===== src/rtl/operand_fetch_stage_pkg.sv =====
`default_nettype none
// ============================================================================
// Module   : operand_fetch_stage_pkg
// Purpose  : Shared widths and forward-select encoding for the ID operand fetch.
// Revision : 1.0  initial release
// ============================================================================
package operand_fetch_stage_pkg;

    localparam int DATA_W = 32;
    localparam int REG_AW = 5;

    typedef enum logic [1:0] {
        FWD_RF  = 2'd0,
        FWD_WB  = 2'd1,
        FWD_EXM = 2'd2
    } fwd_sel_e;

endpackage
`default_nettype wire


===== src/rtl/operand_fetch_stage_if.sv =====
`default_nettype none
// ============================================================================
// Module   : operand_fetch_stage_if
// Purpose  : Decoder, register-file, bypass and ID/EX signals of the fetch stage.
// Revision : 1.0  initial release
// ============================================================================
interface operand_fetch_stage_if;
    import operand_fetch_stage_pkg::*;

    logic              in_valid;
    logic              in_ready;
    logic [REG_AW-1:0] in_rs;
    logic [REG_AW-1:0] in_rt;
    logic [REG_AW-1:0] in_rd;
    logic              in_is_load;
    logic              in_wen;
    logic [REG_AW-1:0] rf_read_reg1;
    logic [REG_AW-1:0] rf_read_reg2;
    logic [DATA_W-1:0] rf_read_data1;
    logic [DATA_W-1:0] rf_read_data2;
    logic              exm_wen;
    logic [REG_AW-1:0] exm_reg;
    logic [DATA_W-1:0] exm_data;
    logic              wb_wen;
    logic [REG_AW-1:0] wb_reg;
    logic [DATA_W-1:0] wb_data;
    logic              out_valid;
    logic              out_ready;
    logic [DATA_W-1:0] out_op1;
    logic [DATA_W-1:0] out_op2;
    logic [REG_AW-1:0] out_rd;
    logic              out_wen;
    logic              out_is_load;

    modport slave (
        input  in_valid, in_rs, in_rt, in_rd, in_is_load, in_wen,
        input  rf_read_data1, rf_read_data2,
        input  exm_wen, exm_reg, exm_data, wb_wen, wb_reg, wb_data,
        input  out_ready,
        output in_ready, rf_read_reg1, rf_read_reg2,
        output out_valid, out_op1, out_op2, out_rd, out_wen, out_is_load
    );

    modport master (
        output in_valid, in_rs, in_rt, in_rd, in_is_load, in_wen,
        output rf_read_data1, rf_read_data2,
        output exm_wen, exm_reg, exm_data, wb_wen, wb_reg, wb_data,
        output out_ready,
        input  in_ready, rf_read_reg1, rf_read_reg2,
        input  out_valid, out_op1, out_op2, out_rd, out_wen, out_is_load
    );

endinterface
`default_nettype wire


===== src/rtl/operand_fetch_stage_fwd_mux.sv =====
`default_nettype none
// ============================================================================
// Module   : fwd_mux
// Purpose  : Resolves one source operand from EX/MEM, WB or register file.
//            Optional macro OPFETCH_ZERO_REG_EN forces source 0 to read as 0.
// Revision : 1.0  initial release
// ============================================================================
module fwd_mux
    import operand_fetch_stage_pkg::*;
(
    input  wire logic [REG_AW-1:0] src,
    input  wire logic [DATA_W-1:0] rf_data,
    input  wire logic              exm_wen,
    input  wire logic [REG_AW-1:0] exm_reg,
    input  wire logic [DATA_W-1:0] exm_data,
    input  wire logic              wb_wen,
    input  wire logic [REG_AW-1:0] wb_reg,
    input  wire logic [DATA_W-1:0] wb_data,
    output logic      [DATA_W-1:0] operand,
    output fwd_sel_e               sel
);

    always_comb begin
        sel = FWD_RF;
        // Register 0 is never a forwarding destination
        if (exm_wen && (exm_reg != '0) && (exm_reg == src)) begin
            sel = FWD_EXM;
        end else if (wb_wen && (wb_reg != '0) && (wb_reg == src)) begin
            sel = FWD_WB;
        end

        case (sel)
            FWD_EXM: operand = exm_data;
            FWD_WB:  operand = wb_data;
            default: operand = rf_data;
        endcase

`ifdef OPFETCH_ZERO_REG_EN
        if (src == '0) begin
            operand = '0;
        end
`endif
    end

endmodule
`default_nettype wire


===== src/rtl/operand_fetch_stage.sv =====
`default_nettype none
// ============================================================================
// Module   : operand_fetch_stage
// Purpose  : ID operand fetch with bypassing, load-use stall and ID/EX register.
//            Optional macro OPFETCH_ZERO_REG_EN (see fwd_mux).
// Revision : 1.0  initial release
// ============================================================================
module operand_fetch_stage
    import operand_fetch_stage_pkg::*;
(
    input  wire logic         clk,
    input  wire logic         reset,
    operand_fetch_stage_if.slave bus
);

    logic [DATA_W-1:0] op1_w, op2_w;
    fwd_sel_e          sel1_w, sel2_w;
    logic              hz_w, adv_w;

    logic              out_valid_d, out_valid_q;
    logic [DATA_W-1:0] out_op1_d, out_op1_q;
    logic [DATA_W-1:0] out_op2_d, out_op2_q;
    logic [REG_AW-1:0] out_rd_d, out_rd_q;
    logic              out_wen_d, out_wen_q;
    logic              out_is_load_d, out_is_load_q;

    assign bus.rf_read_reg1 = bus.in_rs;
    assign bus.rf_read_reg2 = bus.in_rt;

    fwd_mux u_fwd_rs (
        .src      (bus.in_rs),
        .rf_data  (bus.rf_read_data1),
        .exm_wen  (bus.exm_wen),
        .exm_reg  (bus.exm_reg),
        .exm_data (bus.exm_data),
        .wb_wen   (bus.wb_wen),
        .wb_reg   (bus.wb_reg),
        .wb_data  (bus.wb_data),
        .operand  (op1_w),
        .sel      (sel1_w)
    );

    fwd_mux u_fwd_rt (
        .src      (bus.in_rt),
        .rf_data  (bus.rf_read_data2),
        .exm_wen  (bus.exm_wen),
        .exm_reg  (bus.exm_reg),
        .exm_data (bus.exm_data),
        .wb_wen   (bus.wb_wen),
        .wb_reg   (bus.wb_reg),
        .wb_data  (bus.wb_data),
        .operand  (op2_w),
        .sel      (sel2_w)
    );

    // A load in ID/EX has no data until MEM, so a dependent reader must wait
    assign hz_w = out_valid_q && out_is_load_q && out_wen_q && (out_rd_q != '0)
                  && ((out_rd_q == bus.in_rs) || (out_rd_q == bus.in_rt))
                  && bus.in_valid;
    assign adv_w        = !out_valid_q || bus.out_ready;
    assign bus.in_ready = !hz_w && adv_w;

    always_comb begin
        out_valid_d   = out_valid_q;
        out_op1_d     = out_op1_q;
        out_op2_d     = out_op2_q;
        out_rd_d      = out_rd_q;
        out_wen_d     = out_wen_q;
        out_is_load_d = out_is_load_q;
        if (adv_w) begin
            if (bus.in_valid && !hz_w) begin
                out_valid_d   = 1'b1;
                out_op1_d     = op1_w;
                out_op2_d     = op2_w;
                out_rd_d      = bus.in_rd;
                out_wen_d     = bus.in_wen;
                out_is_load_d = bus.in_is_load;
            end else begin
                out_valid_d   = 1'b0;
            end
        end
    end

    always_ff @(posedge clk) begin
        if (reset) begin
            out_valid_q   <= 1'b0;
            out_op1_q     <= '0;
            out_op2_q     <= '0;
            out_rd_q      <= '0;
            out_wen_q     <= 1'b0;
            out_is_load_q <= 1'b0;
        end else begin
            out_valid_q   <= out_valid_d;
            out_op1_q     <= out_op1_d;
            out_op2_q     <= out_op2_d;
            out_rd_q      <= out_rd_d;
            out_wen_q     <= out_wen_d;
            out_is_load_q <= out_is_load_d;
        end
    end

    assign bus.out_valid   = out_valid_q;
    assign bus.out_op1     = out_op1_q;
    assign bus.out_op2     = out_op2_q;
    assign bus.out_rd      = out_rd_q;
    assign bus.out_wen     = out_wen_q;
    assign bus.out_is_load = out_is_load_q;

    // Select codes must stay within the three defined sources
    a_sel_legal: assert property (@(posedge clk) disable iff (reset)
        (sel1_w inside {FWD_RF, FWD_WB, FWD_EXM}) && (sel2_w inside {FWD_RF, FWD_WB, FWD_EXM}));

endmodule
`default_nettype wire


===== src/flat_wrapper.sv =====
// flat-port wrapper written by rule: the top's interface ports become plain ports
module operand_fetch_stage_flat import operand_fetch_stage_pkg::*;
  (clk, reset, bus_in_valid, bus_in_rs, bus_in_rt, bus_in_rd, bus_in_is_load, bus_in_wen, bus_rf_read_data1, bus_rf_read_data2, bus_exm_wen, bus_exm_reg, bus_exm_data, bus_wb_wen, bus_wb_reg, bus_wb_data, bus_out_ready, bus_in_ready, bus_rf_read_reg1, bus_rf_read_reg2, bus_out_valid, bus_out_op1, bus_out_op2, bus_out_rd, bus_out_wen, bus_out_is_load);
  operand_fetch_stage_if bus_i ();
  input  wire logic clk;
  input  wire logic reset;
  input wire logic [$bits(bus_i.in_valid)-1:0] bus_in_valid;
  input wire logic [$bits(bus_i.in_rs)-1:0] bus_in_rs;
  input wire logic [$bits(bus_i.in_rt)-1:0] bus_in_rt;
  input wire logic [$bits(bus_i.in_rd)-1:0] bus_in_rd;
  input wire logic [$bits(bus_i.in_is_load)-1:0] bus_in_is_load;
  input wire logic [$bits(bus_i.in_wen)-1:0] bus_in_wen;
  input wire logic [$bits(bus_i.rf_read_data1)-1:0] bus_rf_read_data1;
  input wire logic [$bits(bus_i.rf_read_data2)-1:0] bus_rf_read_data2;
  input wire logic [$bits(bus_i.exm_wen)-1:0] bus_exm_wen;
  input wire logic [$bits(bus_i.exm_reg)-1:0] bus_exm_reg;
  input wire logic [$bits(bus_i.exm_data)-1:0] bus_exm_data;
  input wire logic [$bits(bus_i.wb_wen)-1:0] bus_wb_wen;
  input wire logic [$bits(bus_i.wb_reg)-1:0] bus_wb_reg;
  input wire logic [$bits(bus_i.wb_data)-1:0] bus_wb_data;
  input wire logic [$bits(bus_i.out_ready)-1:0] bus_out_ready;
  output wire logic [$bits(bus_i.in_ready)-1:0] bus_in_ready;
  output wire logic [$bits(bus_i.rf_read_reg1)-1:0] bus_rf_read_reg1;
  output wire logic [$bits(bus_i.rf_read_reg2)-1:0] bus_rf_read_reg2;
  output wire logic [$bits(bus_i.out_valid)-1:0] bus_out_valid;
  output wire logic [$bits(bus_i.out_op1)-1:0] bus_out_op1;
  output wire logic [$bits(bus_i.out_op2)-1:0] bus_out_op2;
  output wire logic [$bits(bus_i.out_rd)-1:0] bus_out_rd;
  output wire logic [$bits(bus_i.out_wen)-1:0] bus_out_wen;
  output wire logic [$bits(bus_i.out_is_load)-1:0] bus_out_is_load;
  assign bus_i.in_valid = bus_in_valid;
  assign bus_i.in_rs = bus_in_rs;
  assign bus_i.in_rt = bus_in_rt;
  assign bus_i.in_rd = bus_in_rd;
  assign bus_i.in_is_load = bus_in_is_load;
  assign bus_i.in_wen = bus_in_wen;
  assign bus_i.rf_read_data1 = bus_rf_read_data1;
  assign bus_i.rf_read_data2 = bus_rf_read_data2;
  assign bus_i.exm_wen = bus_exm_wen;
  assign bus_i.exm_reg = bus_exm_reg;
  assign bus_i.exm_data = bus_exm_data;
  assign bus_i.wb_wen = bus_wb_wen;
  assign bus_i.wb_reg = bus_wb_reg;
  assign bus_i.wb_data = bus_wb_data;
  assign bus_i.out_ready = bus_out_ready;
  assign bus_in_ready = bus_i.in_ready;
  assign bus_rf_read_reg1 = bus_i.rf_read_reg1;
  assign bus_rf_read_reg2 = bus_i.rf_read_reg2;
  assign bus_out_valid = bus_i.out_valid;
  assign bus_out_op1 = bus_i.out_op1;
  assign bus_out_op2 = bus_i.out_op2;
  assign bus_out_rd = bus_i.out_rd;
  assign bus_out_wen = bus_i.out_wen;
  assign bus_out_is_load = bus_i.out_is_load;
  operand_fetch_stage u_core (.clk(clk), .reset(reset), .bus(bus_i));
endmodule

===== config.mk =====
export PLATFORM = sky130hd
export DESIGN_NAME = operand_fetch_stage_flat
export DESIGN_NICKNAME = d
export VERILOG_FILES = /design/src/rtl/operand_fetch_stage_pkg.sv /design/src/rtl/operand_fetch_stage_if.sv /design/src/rtl/operand_fetch_stage_fwd_mux.sv /design/src/rtl/operand_fetch_stage.sv /design/src/flat_wrapper.sv
export SDC_FILE = /design/constraint.sdc
export NUM_CORES = 1
export LEC_CHECK = 0
export CAP_MARGIN = 20
export CORE_MARGIN = 2
export CORE_UTILIZATION = 49
export CTS_BUF_LIST = sky130_fd_sc_hd__clkbuf_8
export DETAILED_ROUTE_END_ITERATION = 10
export GPL_TIMING_DRIVEN = 0
export HOLD_SLACK_MARGIN = 0.06
export PLACE_DENSITY = 0.88
export SLEW_MARGIN = 15
export SYNTH_ARGS = -nofsm -noshare
export SYNTH_HDL_FRONTEND = slang
export SYNTH_SLANG_ARGS = --single-unit

===== constraint.sdc =====
create_clock -name clk -period 2.9 [get_ports clk]
set_input_delay 0.58 -clock clk [delete_from_list [all_inputs] [get_ports clk]]
set_output_delay 0.58 -clock clk [all_outputs]
set_load 0.005 [all_outputs]

* After elaboration in Yosys (flattened, before gate mapping)
Index checks and enable logic that the tools add are counted.
Word-level totals: register bits 72, bits in writable memories 0, bits of input ports 161, memories kept 0, latch bits 0, logic and storage cells 44, ROM bits 0, output and inout bits 83
Operators by class: $lt $le $gt $ge 0, shift-type cells 0, add/sub/neg operators 0, muxes and demuxes 7, bitwise operators 0, equality and inequality tests 10, reduce and logical (&&, ||, !) cells 21, divide/modulo/power cells 0, multiply operators 0
Operator list (count):
- $pmux W32 S2 | 2
- $eq A5 B5 Y1 | 6
- $reduce_bool A5 Y1 | 3
- $logic_and A1 B1 Y1 | 13
- $eq A2 B1 Y1 const B | 2
- $eq A2 B2 Y1 const B | 2
- $mux W2 | 2
- $mux W1 | 3
- $logic_not A1 Y1 | 2
- $logic_or A1 B1 Y1 | 2
- $reduce_and A2 Y1 | 1

* Depth between registers and ports, before layout
depth in word-level cells 8, mapped depth 8, mapped depth without buffers 5

* Hierarchy
A second synthesis with hierarchy kept.
Second synthesis, totals: cell total of the unflattened synthesis 711, area total of the unflattened synthesis 6492.5 µm²
Modules (own cells, without submodules):
- operand_fetch_stage | cells each 341, instances 1, seq. area each 1441.4 µm², area an instance 3509.6 µm²
- fwd_mux | cells each 185, instances 2, seq. area each 0.0 µm², area an instance 1491.4 µm²

* Least setup slack after synthesis
Ideal clock, no wire load.
kind input-to-reg, start in bus_exm_reg[2], end reg u_core.out_op1_q[21] (netlist: u_core.bus.out_op1[21]), library setup time 0.126 ns, stages on the path 7, required time 2.774 ns, path slack 0.778 ns, buffers on the path 2, arrival time 1.996 ns, path through or4_1 o21a_1 and3_1 buf_2 buf_6 o31ai_1 mux2i_1
Between the ends: cells in the longest elaborated chain, start to end 6, elaborated cells on any way between the ends 8, classes of those cells eq/ne (3); mux (2); reduce/logical (3)
RTL lines:
- start, declared | RTL line flat_wrapper.sv:16 | input wire logic [$bits(bus_i.exm_reg)-1:0] bus_exm_reg;
- $reduce_bool A5 Y1 | RTL line operand_fetch_stage_fwd_mux.sv:26 | if (exm_wen && (exm_reg != '0) && (exm_reg == src)) begin
- $logic_and A1 B1 Y1 | RTL line operand_fetch_stage_fwd_mux.sv:26
- $logic_and A1 B1 Y1 (*) | RTL line operand_fetch_stage_fwd_mux.sv:26
- $mux W2 (*) | RTL line operand_fetch_stage_fwd_mux.sv:26
- $eq A2 B1 Y1 or $eq A2 B2 Y1 (tied branches) | RTL line operand_fetch_stage_fwd_mux.sv:32 | case (sel)
- $pmux W32 S2 (*) | RTL line operand_fetch_stage_fwd_mux.sv:32
- end signal, assigned | RTL line operand_fetch_stage.sv:94 | out_op1_q <= out_op1_d;
- end, declared | RTL line operand_fetch_stage.sv:21 | logic [DATA_W-1:0] out_op1_d, out_op1_q;
Mark *: on every way between the ends. The rest lies on a longest branch, timed or not. A chain may end at the register's enable or synchronous reset.

* Final worst setup path
start in bus_wb_reg[3], end reg u_core.out_op1_q[20] (netlist: u_core.bus.out_op1[20])
Between the ends: cells in the longest elaborated chain, start to end 7, elaborated cells on any way between the ends 9, classes of those cells eq/ne (3); mux (3); reduce/logical (3)
RTL lines:
- start, declared | RTL line flat_wrapper.sv:19 | input wire logic [$bits(bus_i.wb_reg)-1:0] bus_wb_reg;
- $reduce_bool A5 Y1 | RTL line operand_fetch_stage_fwd_mux.sv:28 | end else if (wb_wen && (wb_reg != '0) && (wb_reg == src)) begin
- $logic_and A1 B1 Y1 | RTL line operand_fetch_stage_fwd_mux.sv:28
- $logic_and A1 B1 Y1 (*) | RTL line operand_fetch_stage_fwd_mux.sv:28
- $mux W1 (*) | RTL line operand_fetch_stage_fwd_mux.sv:28
- $mux W2 (*) | RTL line operand_fetch_stage_fwd_mux.sv:26
- $eq A2 B1 Y1 or $eq A2 B2 Y1 (tied branches) | RTL line operand_fetch_stage_fwd_mux.sv:32
- $pmux W32 S2 (*) | RTL line operand_fetch_stage_fwd_mux.sv:32
Marked as above.

==> impl_metrics.xml <==
<?xml version="1.0" encoding="UTF-8"?>
<metrics>
  <group name="routing">
    <metric name="drt_iter0_drc" unit="">695</metric>
    <metric name="antenna_violating_nets_post_route" unit="">0</metric>
    <metric name="via_per_inst" unit="">6.11</metric>
    <metric name="firstDrtPassIters" unit="">8</metric>
    <metric name="vias" unit="">7115</metric>
    <metric name="drt-wirelength-per-cell" unit="microns">20.0</metric>
    <metric name="routed_wirelength" unit="mm">23.4</metric>
    <metric name="final_routed_drc_violation_total" unit="">0</metric>
  </group>
  <group name="timing">
    <metric name="final.setup_skew" unit="ns">0.0117</metric>
    <metric name="min_period_over_period" unit="%">98.2</metric>
    <metric name="fin_setup_tns" unit="ns">0</metric>
    <metric name="max_clock_freq" unit="MHz">351</metric>
    <metric name="timing_worst_slew_pin_value" unit="ns">0.911</metric>
    <metric name="rsz0062_at_grt" unit="">no</metric>
    <metric name="finalSetupViolations" unit="">0</metric>
    <metric name="period_minus_slack" unit="ns">2.85</metric>
    <metric name="slew_headroom" unit="%">38.8</metric>
    <metric name="number_of_endpoints_with_negative_hold_slack_in_the_final_report" unit="">0</metric>
    <metric name="timing.final.max_slew_violations" unit="">0</metric>
  </group>
  <group name="placed_design">
    <metric name="dp_hpwl" unit="mm">18.0</metric>
    <metric name="io_buffer_count" unit="">242</metric>
    <metric name="gp_congestion" unit="">0.963</metric>
    <metric name="dp.cells" unit="">1148</metric>
    <metric name="postPlaceCellArea" unit="sq um">8710</metric>
  </group>
  <group name="clock_tree">
    <metric name="clk_pin_slew_worst_paths" unit="ns">0.08</metric>
    <metric name="cts.sinks" unit="">72</metric>
    <metric name="cts_buffer_depth" unit="">2</metric>
    <metric name="ctsHtreeMaxLevel" unit="">3</metric>
    <metric name="clock-root-buffer" unit="">sky130_fd_sc_hd__clkbuf_8</metric>
    <metric name="cts_inserted_buffers" unit="">9</metric>
    <metric name="clk_latency" unit="ns">0.38</metric>
    <metric name="cts_tree" unit="">built</metric>
    <metric name="holdBufCountCts" unit="">0</metric>
  </group>
  <group name="worst_setup_path">
    <metric name="crit_path_start_kind" unit="">input pin</metric>
    <metric name="worstPathBufferInverterCount" unit="">2</metric>
    <metric name="crit_family" unit="">buffers and inverters</metric>
    <metric name="worst_ep_arrival_time" unit="ns">3.10</metric>
    <metric name="end_kind" unit="">flip-flop</metric>
    <metric name="critPathSlowestCell" unit="">sky130_fd_sc_hd__nor3_2</metric>
    <metric name="cp_data_required_time" unit="ns">3.15</metric>
    <metric name="crit_path_max_fanout" unit="">10</metric>
    <metric name="timing_worst_setup_path_type" unit="">input pin to flip-flop</metric>
    <metric name="crit_chain" unit="">clkdlybuf4s50_1, xor2_1, nor3_2, clkbuf_1, a31oi_1, o31ai_1, mux2i_1</metric>
    <metric name="slowest_delay" unit="ns">0.65</metric>
  </group>
  <group name="grt">
    <metric name="globalRouteOverflowTotal" unit="">0</metric>
    <metric name="via_count_of_the_first_global_routing_pass" unit="">6779</metric>
    <metric name="number_of_antenna_violations_at_the_first_check_in_global_routing" unit="">0</metric>
    <metric name="wire_length_of_the_first_global_routing_pass" unit="mm">35.7</metric>
    <metric name="global_route_usage_over_all_layers" unit="%">34.5</metric>
    <metric name="pin_count_of_the_biggest_net_entering_global_routing" unit="">12</metric>
  </group>
  <group name="power">
    <metric name="cell_int_power" unit="W">0.00204</metric>
    <metric name="switching_power" unit="W">0.00104</metric>
    <metric name="worst_vdd_ir" unit="mV">0.242</metric>
    <metric name="power_frac_comb" unit="%">38.1</metric>
    <metric name="power_frac_clock" unit="%">26.1</metric>
    <metric name="seqPwrFrac" unit="%">35.9</metric>
    <metric name="power.share.switching" unit="%">33.8</metric>
    <metric name="pwr_density_cell" unit="nW/um^2">346</metric>
    <metric name="static-leakage-power" unit="nW">3.42</metric>
  </group>
  <group name="yosys">
    <metric name="netlist_instances" unit="">738</metric>
    <metric name="synth_warnings" unit="">0</metric>
    <metric name="postSynthNetCount" unit="">899</metric>
    <metric name="syn-cell-area" unit="sq um">6080</metric>
    <metric name="synth_enable_flop_cells" unit="">0</metric>
    <metric name="seq_area_frac_synth" unit="%">23.7</metric>
    <metric name="ys_seq_elements" unit="">72</metric>
    <metric name="ys_async_sr_fraction" unit="%">0</metric>
    <metric name="unique_masters_post_synth" unit="">38</metric>
    <metric name="mean_cell_area_of_the_mapped_netlist" unit="sq um">8.24</metric>
    <metric name="dominantRegCellSynth" unit="">sky130_fd_sc_hd__dfxtp_1</metric>
  </group>
  <group name="die">
    <metric name="chip_height" unit="microns">115</metric>
    <metric name="pin_count" unit="">244</metric>
    <metric name="floorplan.initialDensity" unit="%">50.4</metric>
    <metric name="design.core.area" unit="sq um">12100</metric>
    <metric name="row_count" unit="">40</metric>
    <metric name="fp.dieArea" unit="sq um">13300</metric>
    <metric name="die-width" unit="microns">115</metric>
  </group>
  <group name="status">
    <metric name="outcome" unit="">finished, final reports clean</metric>
  </group>
  <group name="cells_and_area">
    <metric name="postLayoutCellArea" unit="sq um">8890</metric>
    <metric name="number_of_antenna_cells_inserted" unit="">0</metric>
    <metric name="fillerInstances" unit="">930</metric>
    <metric name="post_route_cells_drive_above_1_share" unit="%">9.03</metric>
    <metric name="area_added_between_synthesis_and_finish" unit="%">46.3</metric>
    <metric name="final_cell_count_no_fill" unit="">1165</metric>
    <metric name="nets" unit="">1153</metric>
  </group>
  <group name="flow_run">
    <metric name="max_cap_violations" unit="">0</metric>
  </group>
  <group name="hold_path">
    <metric name="hold_class" unit="">flip-flop to flip-flop</metric>
  </group>
</metrics>
## power groups by stage
stage	combinational [W]	sequential, W	clock, W
after floorplan	0.000566	0.00113	0
after global placement	0.00113	0.00112	0
after detailed placement	0.00115	0.00113	0
after CTS	0.00115	0.00111	0.000806
after global routing	0.00125	0.00111	0.000847
final	0.00117	0.00111	0.000803
## worst min-delay path: cells and delay by family, from the launching register on
kind	cells	cell delay [ns]
multiplexers	1	0.06
AND/OR/NAND/NOR	1	0.06
flip-flops	1	0.31
## placed cells by master (no fill, tap or decap), types with 35 or more instances in the layout
| master | synthesis | final |
|---|---|---|
| sky130_fd_sc_hd__a31oi_1 | 96 | 96 |
| sky130_fd_sc_hd__inv_1 | 32 | 35 |
| sky130_fd_sc_hd__clkdlybuf4s50_1 | 0 | 231 |
| sky130_fd_sc_hd__o31ai_1 | 64 | 64 |
| sky130_fd_sc_hd__dfxtp_1 | 72 | 72 |
| sky130_fd_sc_hd__nand2b_1 | 47 | 47 |
| sky130_fd_sc_hd__clkbuf_1 | 65 | 65 |
| sky130_fd_sc_hd__mux2i_1 | 39 | 39 |
| sky130_fd_sc_hd__nor3_1 | 68 | 67 |
## cell families (layout without fill, tap and decap cells)
logic type             after synthesis  count (layout)  share of synthesized area (%)
AND/OR/NAND/NOR                    227             227                           23.1
AO/OA/AOI/OAI                      201             201                           23.7
buffers and inverters              137             396                           11.4
flip-flops                          72              72                           23.7
multiplexers                        71              71                           13.8
XOR/XNOR                            30              30                           4.32
## stage by stage
step | total power, W | utilization (%) | worst slack, ns | hold WS (ns)
2_1_floorplan | 0.00169 | - | 0.778 | 0.468
3_3_place_gp | 0.00225 | 72.2 | -0.330 | 0.462
3_5_place_dp | 0.00227 | 72.2 | -0.340 | 0.470
4_1_cts | 0.00306 | 73.7 | 0.0997 | 0.482
5_1_grt | 0.00321 | 73.7 | 0.00725 | 0.493
6_report | 0.00308 | 73.7 | 0.0518 | 0.478
## per-layer routing
metal  wire length (microns)  up-vias  track usage (%)
met3                    2250       74             6.17
li1                        -     3289                -
met4                     989        0             17.8
met1                    9300     3293             43.4
met5                       0        -                0
met2                   10800      459             56.5
## sequential cells by signal, summed over array words and instances (netlist names)
name and count:
u_core.bus.out_op1 32, u_core.bus.out_op2 32, u_core.bus.out_rd 5, u_core.bus.out_is_load 1, u_core.bus.out_valid 1, u_core.bus.out_wen 1
## what timing repair did
action	in CTS	in global routing
pin swaps	1	0
buffers inserted	1	0
resized for setup	11	2
setup endpoints to repair	1	9
## path summary, 6_finish.rpt
path	startpoint	end	slack [ns]	cells after the start
min	u_core.bus.out_op1[3]	u_core.bus.out_op1[3]	0.48	2
max reg2reg	u_core.bus.out_rd[2]	u_core.bus.out_op1[23]	0.76	8
min reg2reg	u_core.bus.out_op1[3]	u_core.bus.out_op1[3]	0.48	2
max	bus_wb_reg[3]	u_core.bus.out_op1[20]	0.05	7
## cells in the mapped netlist, types with 2 or more instances
master,n,area (sq um)
sky130_fd_sc_hd__a31oi_1,96,601
sky130_fd_sc_hd__dfxtp_1,72,1440
sky130_fd_sc_hd__nor3_1,68,340
sky130_fd_sc_hd__clkbuf_1,65,244
sky130_fd_sc_hd__o31ai_1,64,480
sky130_fd_sc_hd__nand2b_1,47,294
sky130_fd_sc_hd__mux2i_1,39,390
sky130_fd_sc_hd__a31o_1,32,280
sky130_fd_sc_hd__and4_1,32,280
sky130_fd_sc_hd__inv_1,32,120
sky130_fd_sc_hd__nand4_1,32,200
sky130_fd_sc_hd__nor2b_1,32,200
sky130_fd_sc_hd__xor2_1,25,219
sky130_fd_sc_hd__mux2_4,23,345
sky130_fd_sc_hd__buf_6,17,191
sky130_fd_sc_hd__buf_2,11,55.1
sky130_fd_sc_hd__buf_4,10,75.1
sky130_fd_sc_hd__mux2_2,8,90.1
sky130_fd_sc_hd__nor2_1,6,22.5
sky130_fd_sc_hd__xnor2_1,5,43.8
sky130_fd_sc_hd__and3_1,2,12.5
sky130_fd_sc_hd__buf_1,2,7.51
sky130_fd_sc_hd__nand3_1,2,10.0
sky130_fd_sc_hd__or4_1,2,15.0
## area by class of cell
class	count	area (sq um)	area share, %
Multi-Input combinational cell	529	3950	44.5
Timing Repair Buffer	243	2420	27.2
Sequential cell	72	1440	16.2
Buffer	105	573	6.44
Tap cell	168	210	2.36
Clock buffer	9	124	1.39
Inverter	32	120	1.35
Clock inverter	7	56.3	0.633
Power figures use the tool's default switching activity.
